`src/rtl/fetch_pkg.sv`:
```
// Shared constants and types for the instruction-fetch stage.
package fetch_pkg;

    localparam int INSTR_W = 24;

    localparam logic [3:0] OP_RTYPE  = 4'b0001;
    localparam logic [3:0] OP_ITYPE  = 4'b0010;
    localparam logic [3:0] OP_BRANCH = 4'b1000;
    localparam logic [3:0] OP_JUMP   = 4'b0100;
    localparam logic [3:0] OP_LOAD   = 4'b1100;
    localparam logic [3:0] OP_STORE  = 4'b0011;

    localparam logic [INSTR_W-1:0] BUBBLE_WORD = 24'hF00000;
    localparam logic [INSTR_W-1:0] HALT_WORD   = 24'h000000;

    typedef enum logic [1:0] {
        RUN,
        FLUSH,
        HALT
    } fetch_state_t;

    function automatic logic is_halt(input logic [INSTR_W-1:0] word);
        return word == HALT_WORD;
    endfunction

endpackage

```
`src/rtl/fetch_skid_buf.sv`:
```
// One-entry holding register for a fetch response that lands while decode is stalled.
module fetch_skid_buf
    import fetch_pkg::*;
#(
    parameter int PC_W = 16
) (
    input  logic               clk,
    input  logic               rst_n,
    input  logic               push,
    input  logic               pop,
    input  logic               clear,
    input  logic [INSTR_W-1:0] push_data,
    input  logic [PC_W-1:0]    push_pc,
    output logic               full,
    output logic [INSTR_W-1:0] data,
    output logic [PC_W-1:0]    pc
);

    always_ff @(posedge clk) begin
        if (!rst_n || clear) begin
            full <= 1'b0;
        end else if (push) begin
            full <= 1'b1;
        end else if (pop) begin
            full <= 1'b0;
        end
    end

    // Payload is qualified by full, so it needs no reset.
    always_ff @(posedge clk) begin
        if (push) begin
            data <= push_data;
            pc   <= push_pc;
        end
    end

endmodule

```
`src/rtl/fetch_unit.sv`:
```
// Instruction fetch: owns the PC, reads synchronous imem, feeds decode with
// stall, redirect and halt-word handling.
module fetch_unit
    import fetch_pkg::*;
#(
    parameter int                 PC_W     = 16,
    parameter logic [PC_W-1:0]    RESET_PC = '0,
    parameter logic [INSTR_W-1:0] BUBBLE   = BUBBLE_WORD
) (
    input  logic               clk,
    input  logic               rst_n,
    input  logic               stall,
    input  logic               redirect_valid,
    input  logic [PC_W-1:0]    redirect_pc,
    output logic               imem_req,
    output logic [PC_W-1:0]    imem_addr,
    input  logic [INSTR_W-1:0] imem_rdata,
    output logic [INSTR_W-1:0] instruction,
    output logic               instr_valid,
    output logic [PC_W-1:0]    pc_out,
    output logic               halted
);

    fetch_state_t state_q, state_d;

    logic [PC_W-1:0]    pc_q;
    logic               resp_pending;
    logic [PC_W-1:0]    resp_pc_p1;

    logic               skid_full;
    logic [INSTR_W-1:0] skid_data;
    logic [PC_W-1:0]    skid_pc;

    logic               redir;
    logic               resp_live;
    logic               src_vld;
    logic [INSTR_W-1:0] src_data;
    logic [PC_W-1:0]    src_pc;
    logic               halting;
    logic               skid_push;
    logic               skid_pop;

    // Once halted only reset restarts fetch, so a late redirect is ignored.
    assign redir     = redirect_valid && (state_q != HALT);
    assign resp_live = resp_pending && (state_q == RUN);
    assign src_vld   = skid_full || resp_live;
    assign src_data  = skid_full ? skid_data : imem_rdata;
    assign src_pc    = skid_full ? skid_pc : resp_pc_p1;
    assign halting   = (state_q == RUN) && !redirect_valid && !stall && src_vld && is_halt(src_data);

    assign skid_push = resp_live && stall && !redir;
    assign skid_pop  = skid_full && !stall && !redir;

    assign imem_addr = pc_q;
    assign halted    = (state_q == HALT);

    fetch_skid_buf #(
        .PC_W(PC_W)
    ) u_skid (
        .clk      (clk),
        .rst_n    (rst_n),
        .push     (skid_push),
        .pop      (skid_pop),
        .clear    (redir),
        .push_data(imem_rdata),
        .push_pc  (resp_pc_p1),
        .full     (skid_full),
        .data     (skid_data),
        .pc       (skid_pc)
    );

    always_comb begin
        state_d  = state_q;
        imem_req = 1'b0;
        case (state_q)
            RUN: begin
                imem_req = !stall && !halting;
                if (redir) begin
                    state_d = FLUSH;
                end else if (halting) begin
                    state_d = HALT;
                end
            end
            FLUSH: begin
                imem_req = !stall;
                if (redir) begin
                    state_d = FLUSH;
                end else if (!stall) begin
                    state_d = RUN;
                end
            end
            HALT: begin
                imem_req = 1'b0;
            end
            default: begin
                state_d = RUN;
            end
        endcase
    end

    // Stage p0: request issue and PC update.
    always_ff @(posedge clk) begin
        if (!rst_n) begin
            state_q      <= RUN;
            pc_q         <= RESET_PC;
            resp_pending <= 1'b0;
        end else begin
            state_q      <= state_d;
            resp_pending <= imem_req && !redir;
            if (redir) begin
                pc_q <= redirect_pc;
            end else if (imem_req) begin
                pc_q <= pc_q + 1'b1;
            end
        end
    end

    always_ff @(posedge clk) begin
        if (imem_req) begin
            resp_pc_p1 <= pc_q;
        end
    end

    // Stage p1: response (or skid entry) registered onto the decode interface.
    always_ff @(posedge clk) begin
        if (!rst_n) begin
            instruction <= BUBBLE;
            instr_valid <= 1'b0;
            pc_out      <= '0;
        end else if (redir) begin
            instruction <= BUBBLE;
            instr_valid <= 1'b0;
        end else if (state_q == HALT || stall) begin
            instruction <= instruction;
            instr_valid <= instr_valid;
        end else if (src_vld) begin
            instruction <= src_data;
            instr_valid <= 1'b1;
            pc_out      <= src_pc;
        end else begin
            instruction <= BUBBLE;
            instr_valid <= 1'b0;
        end
    end

endmodule

```
`config.mk`:
```
export PLATFORM = sky130hd
export DESIGN_NAME = fetch_unit
export DESIGN_NICKNAME = d
export VERILOG_FILES = /design/src/rtl/fetch_pkg.sv /design/src/rtl/fetch_skid_buf.sv /design/src/rtl/fetch_unit.sv
export SDC_FILE = /design/constraint.sdc
export NUM_CORES = 1
export LEC_CHECK = 0
export CAP_MARGIN = 20
export CORE_ASPECT_RATIO = 2
export CORE_MARGIN = 4
export CORE_UTILIZATION = 40
export CTS_CLUSTER_DIAMETER = 80
export CTS_CLUSTER_SIZE = 12
export DETAILED_ROUTE_END_ITERATION = 8
export DONT_BUFFER_PORTS = 1
export PLACE_DENSITY_LB_ADDON = 0.08
export SYNTH_ARGS = -nofsm -noshare
export SYNTH_HDL_FRONTEND = slang
export SYNTH_SLANG_ARGS = --single-unit
```
`constraint.sdc`:
```
create_clock -name clk -period 2.5 [get_ports clk]
set_clock_uncertainty 0.2 [all_clocks]
set_input_delay 0.25 -clock clk [delete_from_list [all_inputs] [get_ports clk]]
set_output_delay 0.25 -clock clk [all_outputs]
set_load 0.005 [all_outputs]
```
==> results of run 1 <==
## metrics by stage
stage | setup WS (ns) | hold WS (ns)
detailed placement | 0.00648 | 0.127
global placement | 0.0518 | 0.129
floorplan | -0.0233 | 0.149
CTS | -0.276 | 0.000178
global route | -0.251 | 0.0346
finish | -0.177 | 0.0193
## repair_timing
item                                    in CTS  in global routing
gates resized for setup                     10                  2
hold buffers                                43                  0
hold endpoints to repair                    64                  0
endpoints found under the setup margin       3                 26
pin swaps                                    6                  4
setup buffers                                6                  1
## power breakdown
part	switching, W	internal, W
registers	0.0000461	0.00207
clock network	0.000840	0.00145
logic	0.000145	0.000137
total	0.00103	0.00366
## layer usage
| metal | vias to the layer above | share of wire, % |
|---|---|---|
| met5 | - | 0 |
| met4 | 0 | 2.1 |
| met3 | 13 | 7.2 |
| met2 | 134 | 57 |
| met1 | 1671 | 34 |
| li1 | 1697 | - |
## cell type report
type | count | share of cell area [%]
Inverter | 8 | 0.489
Clock inverter | 14 | 2.24
Clock buffer | 18 | 6.99
Timing Repair Buffer | 74 | 11.6
Tap cell | 145 | 2.96
Sequential cell | 117 | 47.3
Multi-Input combinational cell | 266 | 28.4
## final timing paths
check	startpoint	endpoint	slack (ns)	depth (start not counted)
max	state_q[1]	imem_req	-0.18	6
min	imem_rdata[16]	instruction[16]	0.02	4
max reg2reg	state_q[1]	imem_addr[3]	-0.09	9
min reg2reg	resp_pc_p1[13]	u_skid.pc[13]	0.25	0
## sequential cells by signal, indices dropped and copies added, names as in the netlist
signal,count
imem_addr,16
resp_pending,1
pc_out,16
instruction,24
u_skid.full,1
resp_pc_p1,16
state_q,2
u_skid.pc,16
instr_valid,1
u_skid.data,24
## layout by cell type (no fill, tap or decap), types with 3 or more instances in the layout
master / count
a211o_1: 3
a211oi_1: 24
a21oi_1: 36
a31o_2: 3
a31oi_1: 5
and3_1: 5
buf_4: 24
buf_6: 4
clkbuf_16: 17
clkinv_2: 4
clkinvlp_4: 6
dfxtp_1: 59
dlygate4sd3_1: 43
edfxtp_1: 56
inv_1: 8
mux2i_1: 38
nand2_1: 11
nand2b_1: 3
nand3_1: 7
nand4_1: 8
nor2_1: 45
nor3_1: 21
nor4_1: 7
o21ai_0: 15
xnor2_1: 7
## kinds of logic (layout without fill, tap and decap cells)
kind of cell    after synthesis  count (layout)  share of synthesized area (%)
buf+inv                      33             114                           2.78
compound gates              100             100                           13.8
simple gates                118             118                           12.1
xor+xnor                      7               7                           1.30
mux                          40              40                           8.51
flops                       117             117                           61.3
fa+ha+maj                     1               1                          0.264
## tightest hold or removal path: cells and delay by family
family | cells | cell delay, ns
and+or+nand+nor | 2 | 0.24
AOI/OAI and AO/OA | 1 | 0.06
muxes | 1 | 0.05
==> flow_summary.toml, run 1 <==
[status]
status = "finished with violations"
violations = "setup timing"

[logic_synthesis]
ys_seq_area_share_pct = 61.3
synth_largest_area_cell = "edfxtp_1"
ys_ff_latch = 117
synthTopCellsByCount = "dfxtp_1, edfxtp_1, nor2_1"
synth_warnings = 0
avgSynthCellArea_sq_um = 11.4
syn-cell-area_sq_mm = 0.00473
synth_top_area_share_pct = 35.5
synth.area.top_cells = "edfxtp_1, dfxtp_1, mux2i_1, a21oi_1, a211oi_1"
synthFlopType = "dfxtp_1"
synth-edff-count = 56
netlist_instances = 416
ys_types = 41
yosysMostFrequentCell = "dfxtp_1"
async_flop_share_pct = 0
syn_nets = 461

[route]
drt_wl_total_um = 12500
antenna_left = 0
viasPerCell = 5.48
via_count = 3515
firstDrtPassIters = 4
drc = 0
drt_first_iter_violations = 120
wire_per_inst_um = 19.5

[floorplan]
placementRows = 56
die_h_um = 162
core-area_sq_mm = 0.0116
io_pins = 103
dieArea_sq_mm = 0.0137
dieWidth_um = 84.9
initial_core_util_pct = 40.7

[placement]
gp_congestion = 0.831
dpl.cell_count = 562
io_buffers = 0
dp.final_hpwl_um = 8750
placed_cell_area_sq_mm = 0.00504

[clocking]
clk_pin_slew_ns = 0.05
cts.path.max_buffers = 2
cts.sinks = 117
htreeDepth = 4
cts_made_buffers = 17
cts_tree = "built"
insertion_delay_ns = 0.41
cts_root_buffer = "clkbuf_16"

[setup_path]
arrival_ns = 2.23
path_class = "reg -> out"
worstPathBufferInverterCount = 2
path_common_cell = "buf_6"
crit_path_max_fanout = 8
cp_slowest_cell = "or4_1"
cp-start-kind = "register"
crit_chain = "or4_1, or3_4, a2111oi_4, a21boi_2, buf_6, buf_6"
cpLargestDelayFamily = "simple AND/OR/NAND/NOR gates"
critical_path_required_ns = 2.05
cp-end-kind = "primary output"
max_stage_delay_ns = 0.52

[timing]
slew_viol_final = 0
hold_viol_final = 0
finalCriticalPeriod_ns = 2.68
setup_viol_count_final = 4
maxSlewHeadroom_pct = 50.8
grt_setup_unrepaired = "yes"
tightest_slew_ns = 0.737
worst_slack_ns = -0.177
fmax_ghz = 0.374
fin_crit_sh_pct = 107
finalSetupTns_ns = -0.327

[cells_and_area]
layout.cells.non_filler = 642
diodes = 0
drive_gt1_share_pct = 15.9
multi_input_area_sq_mm = 0.00174
fillCellCount = 1067
register_area_sq_mm = 0.00291
nets = 529
syn2layout_area_growth_pct = 29.7
final_cell_area_sq_mm = 0.00614
final_util_pct = 52.8

[min_path]
hold_path_class = "in -> reg"

[pwr]
leakagePower_nw = 2.02
powerDensity_mw_per_mm2 = 764
p_total_w = 0.00469
vdd_ir_drop_max_mv = 0.782

[grt]
overflow = 0
antenna_found_initial = 0
grt_pass1_vias = 3694
grtUsageMet1_pct = 17.9
track_usage_pct = 18.9
grt_pass1_wl_um = 19700
grt_max_degree = 33
grt-busiest-layer = "met2"
use_met3_pct = 6.90
grtUsageMet2_pct = 35.4

[flow_run]
maxCapViolCount = 0
No activity file was read; power rests on OpenSTA's default activity.
==> inputs of run 2 (changes only) <==
==> constraint.sdc (replaced) <==
create_clock -name clk -period 3.3 [get_ports clk]
set_clock_uncertainty 0.2 [all_clocks]
set_input_delay 0.33 -clock clk [delete_from_list [all_inputs] [get_ports clk]]
set_output_delay 0.33 -clock clk [all_outputs]
set_load 0.005 [all_outputs]
==> run 2 against run 1 <==
Effect of this change:
- the run now ends clean
- first-iteration DRC count increased by 41%
- non-clock buffer count fell by 23
- register-to-register slack better by 0.62 ns
- clock-buffer cell count increased by 7
- sequential cell count did not move
- via count is 3.2% lower
- critical endpoint unchanged
- largest power group unchanged
==> flow_summary.toml, run 2 (synthesized netlist as in run 1, its figures left out) <==
[route]
wire_per_inst_um = 20.0
antenna_left = 0
firstDrtPassIters = 4
drc = 0
viasPerCell = 5.50
drt_wl_total_um = 12400
via_count = 3404
drt_first_iter_violations = 169

[clocking]
insertion_delay_ns = 0.40
cts.sinks = 117
cts.path.max_buffers = 2
cts_tree = "built"
cts_root_buffer = "clkbuf_16"
clk_pin_slew_ns = 0.05
postCtsSetupBuffers = 0
cts_made_buffers = 17
htreeDepth = 4
cts_resized = 0

[pwr]
comb_power_share_pct = 5.0
seqPwrFrac_pct = 45.1
clockPowerShare_pct = 49.8
sw_frac_of_total_pct = 21.1
powerDensity_mw_per_mm2 = 604
netSwitchingPower_w = 0.000752
vdd_ir_drop_max_mv = 0.428
p_int_w = 0.00281
leakagePower_nw = 1.91
p_total_w = 0.00357

[status]
status = "complete, no violations"

[timing]
finalCriticalPeriod_ns = 3.05
fmax_ghz = 0.328
tightest_slew_ns = 0.957
maxSlewHeadroom_pct = 36.1
grt_setup_unrepaired = "no"
fin_crit_sh_pct = 92.3
hold_viol_final = 0
finalSetupTns_ns = 0
setup_viol_count_final = 0
slew_viol_final = 0

[floorplan]
initial_core_util_pct = 40.7
dieArea_sq_mm = 0.0137
io_pins = 103
core-area_sq_mm = 0.0116
placementRows = 56
dieWidth_um = 84.9
die_h_um = 162

[placement]
dp.final_hpwl_um = 8440
gp_congestion = 0.814
io_buffers = 0

[grt]
antenna_found_initial = 0
grt_max_degree = 46
grt_pass1_vias = 3533
track_usage_pct = 18.6
grt_pass1_wl_um = 19400
overflow = 0

[cells_and_area]
syn2layout_area_growth_pct = 24.8
top_regs = "instruction: 24 flops, u_skid.data: 24 flops"
drive_gt1_share_pct = 10.8
nets = 506
diodes = 0
layout_commonest_cell = "dfxtp_1"
layout_common_cells = "dfxtp_1, edfxtp_1, nor2_1"

[min_path]
hold_path_class = "in -> reg"
worstHoldPathCells = 2

[setup_path]
reg2reg_depth = 7
crit_path_max_fanout = 30
critical_path_required_ns = 2.77
cp-start-kind = "register"
path_class = "reg -> out"
arrival_ns = 2.52
cp-end-kind = "primary output"

[flow_run]
maxCapViolCount = 0
-- run 2: per-layer routing --
metal	part of all wire (%)	GRT usage, %
met2	53	32.3
met4	3.5	9.80
met1	36	19.3
met3	6.8	6.90
met5	0	0
-- run 2: what timing repair did --
action                                  CTS  global route
endpoints found under the setup margin    0             0
hold endpoints to repair                 46             0
hold buffers                             42             0
-- run 2: per-stage QoR --
stage / cells / setup slack [ns] / hold slack [ns] / util [%] / cell area (sq um)
floorplan: 416 / 0.777 / 0.226 / - / 4730
global placement: 545 / 0.613 / 0.215 / 42.2 / 4900
detailed placement: 545 / 0.555 / 0.209 / 42.2 / 4900
CTS: 619 / 0.248 / 0.00751 / 50.8 / 5910
global route: 619 / 0.156 / 0.0266 / 50.8 / 5910
finish: 619 / 0.253 / 0.0273 / 50.8 / 5910
-- run 2: worst max-delay path, stage by stage, from the launching register on --
cell and delay (ns):
dfxtp_1 0.35, or4_1 0.52, or3_1 0.36, a2111oi_4 0.52
a21boi_2 0.16, buf_12 0.21
-- run 2: path summary, 6_finish.rpt --
check | endpoint | from | slack (ns)
min reg2reg | u_skid.pc[14] | resp_pc_p1[14] | 0.24
min | imem_addr[15] | redirect_pc[15] | 0.03
max reg2reg | imem_addr[3] | state_q[1] | 0.53
max | imem_req | state_q[1] | 0.25
-- run 2: area by class of cell --
cell class,instances,area (sq um)
Timing Repair Buffer,51,500
Fill cell,1072,5720
Sequential cell,117,2900
Clock inverter,7,66.3
Clock buffer,25,518
Tap cell,145,181
Inverter,8,30.0
Multi-Input combinational cell,266,1710
-- run 2: power groups by stage --
stage	registers, W	clock network (W)	logic [W]
2_1_floorplan	0.00162	0	0.000106
4_1_cts	0.00161	0.00181	0.000181
3_5_place_dp	0.00164	0	0.000136
5_1_grt	0.00162	0.00189	0.000201
6_report	0.00161	0.00178	0.000180
3_3_place_gp	0.00164	0	0.000133
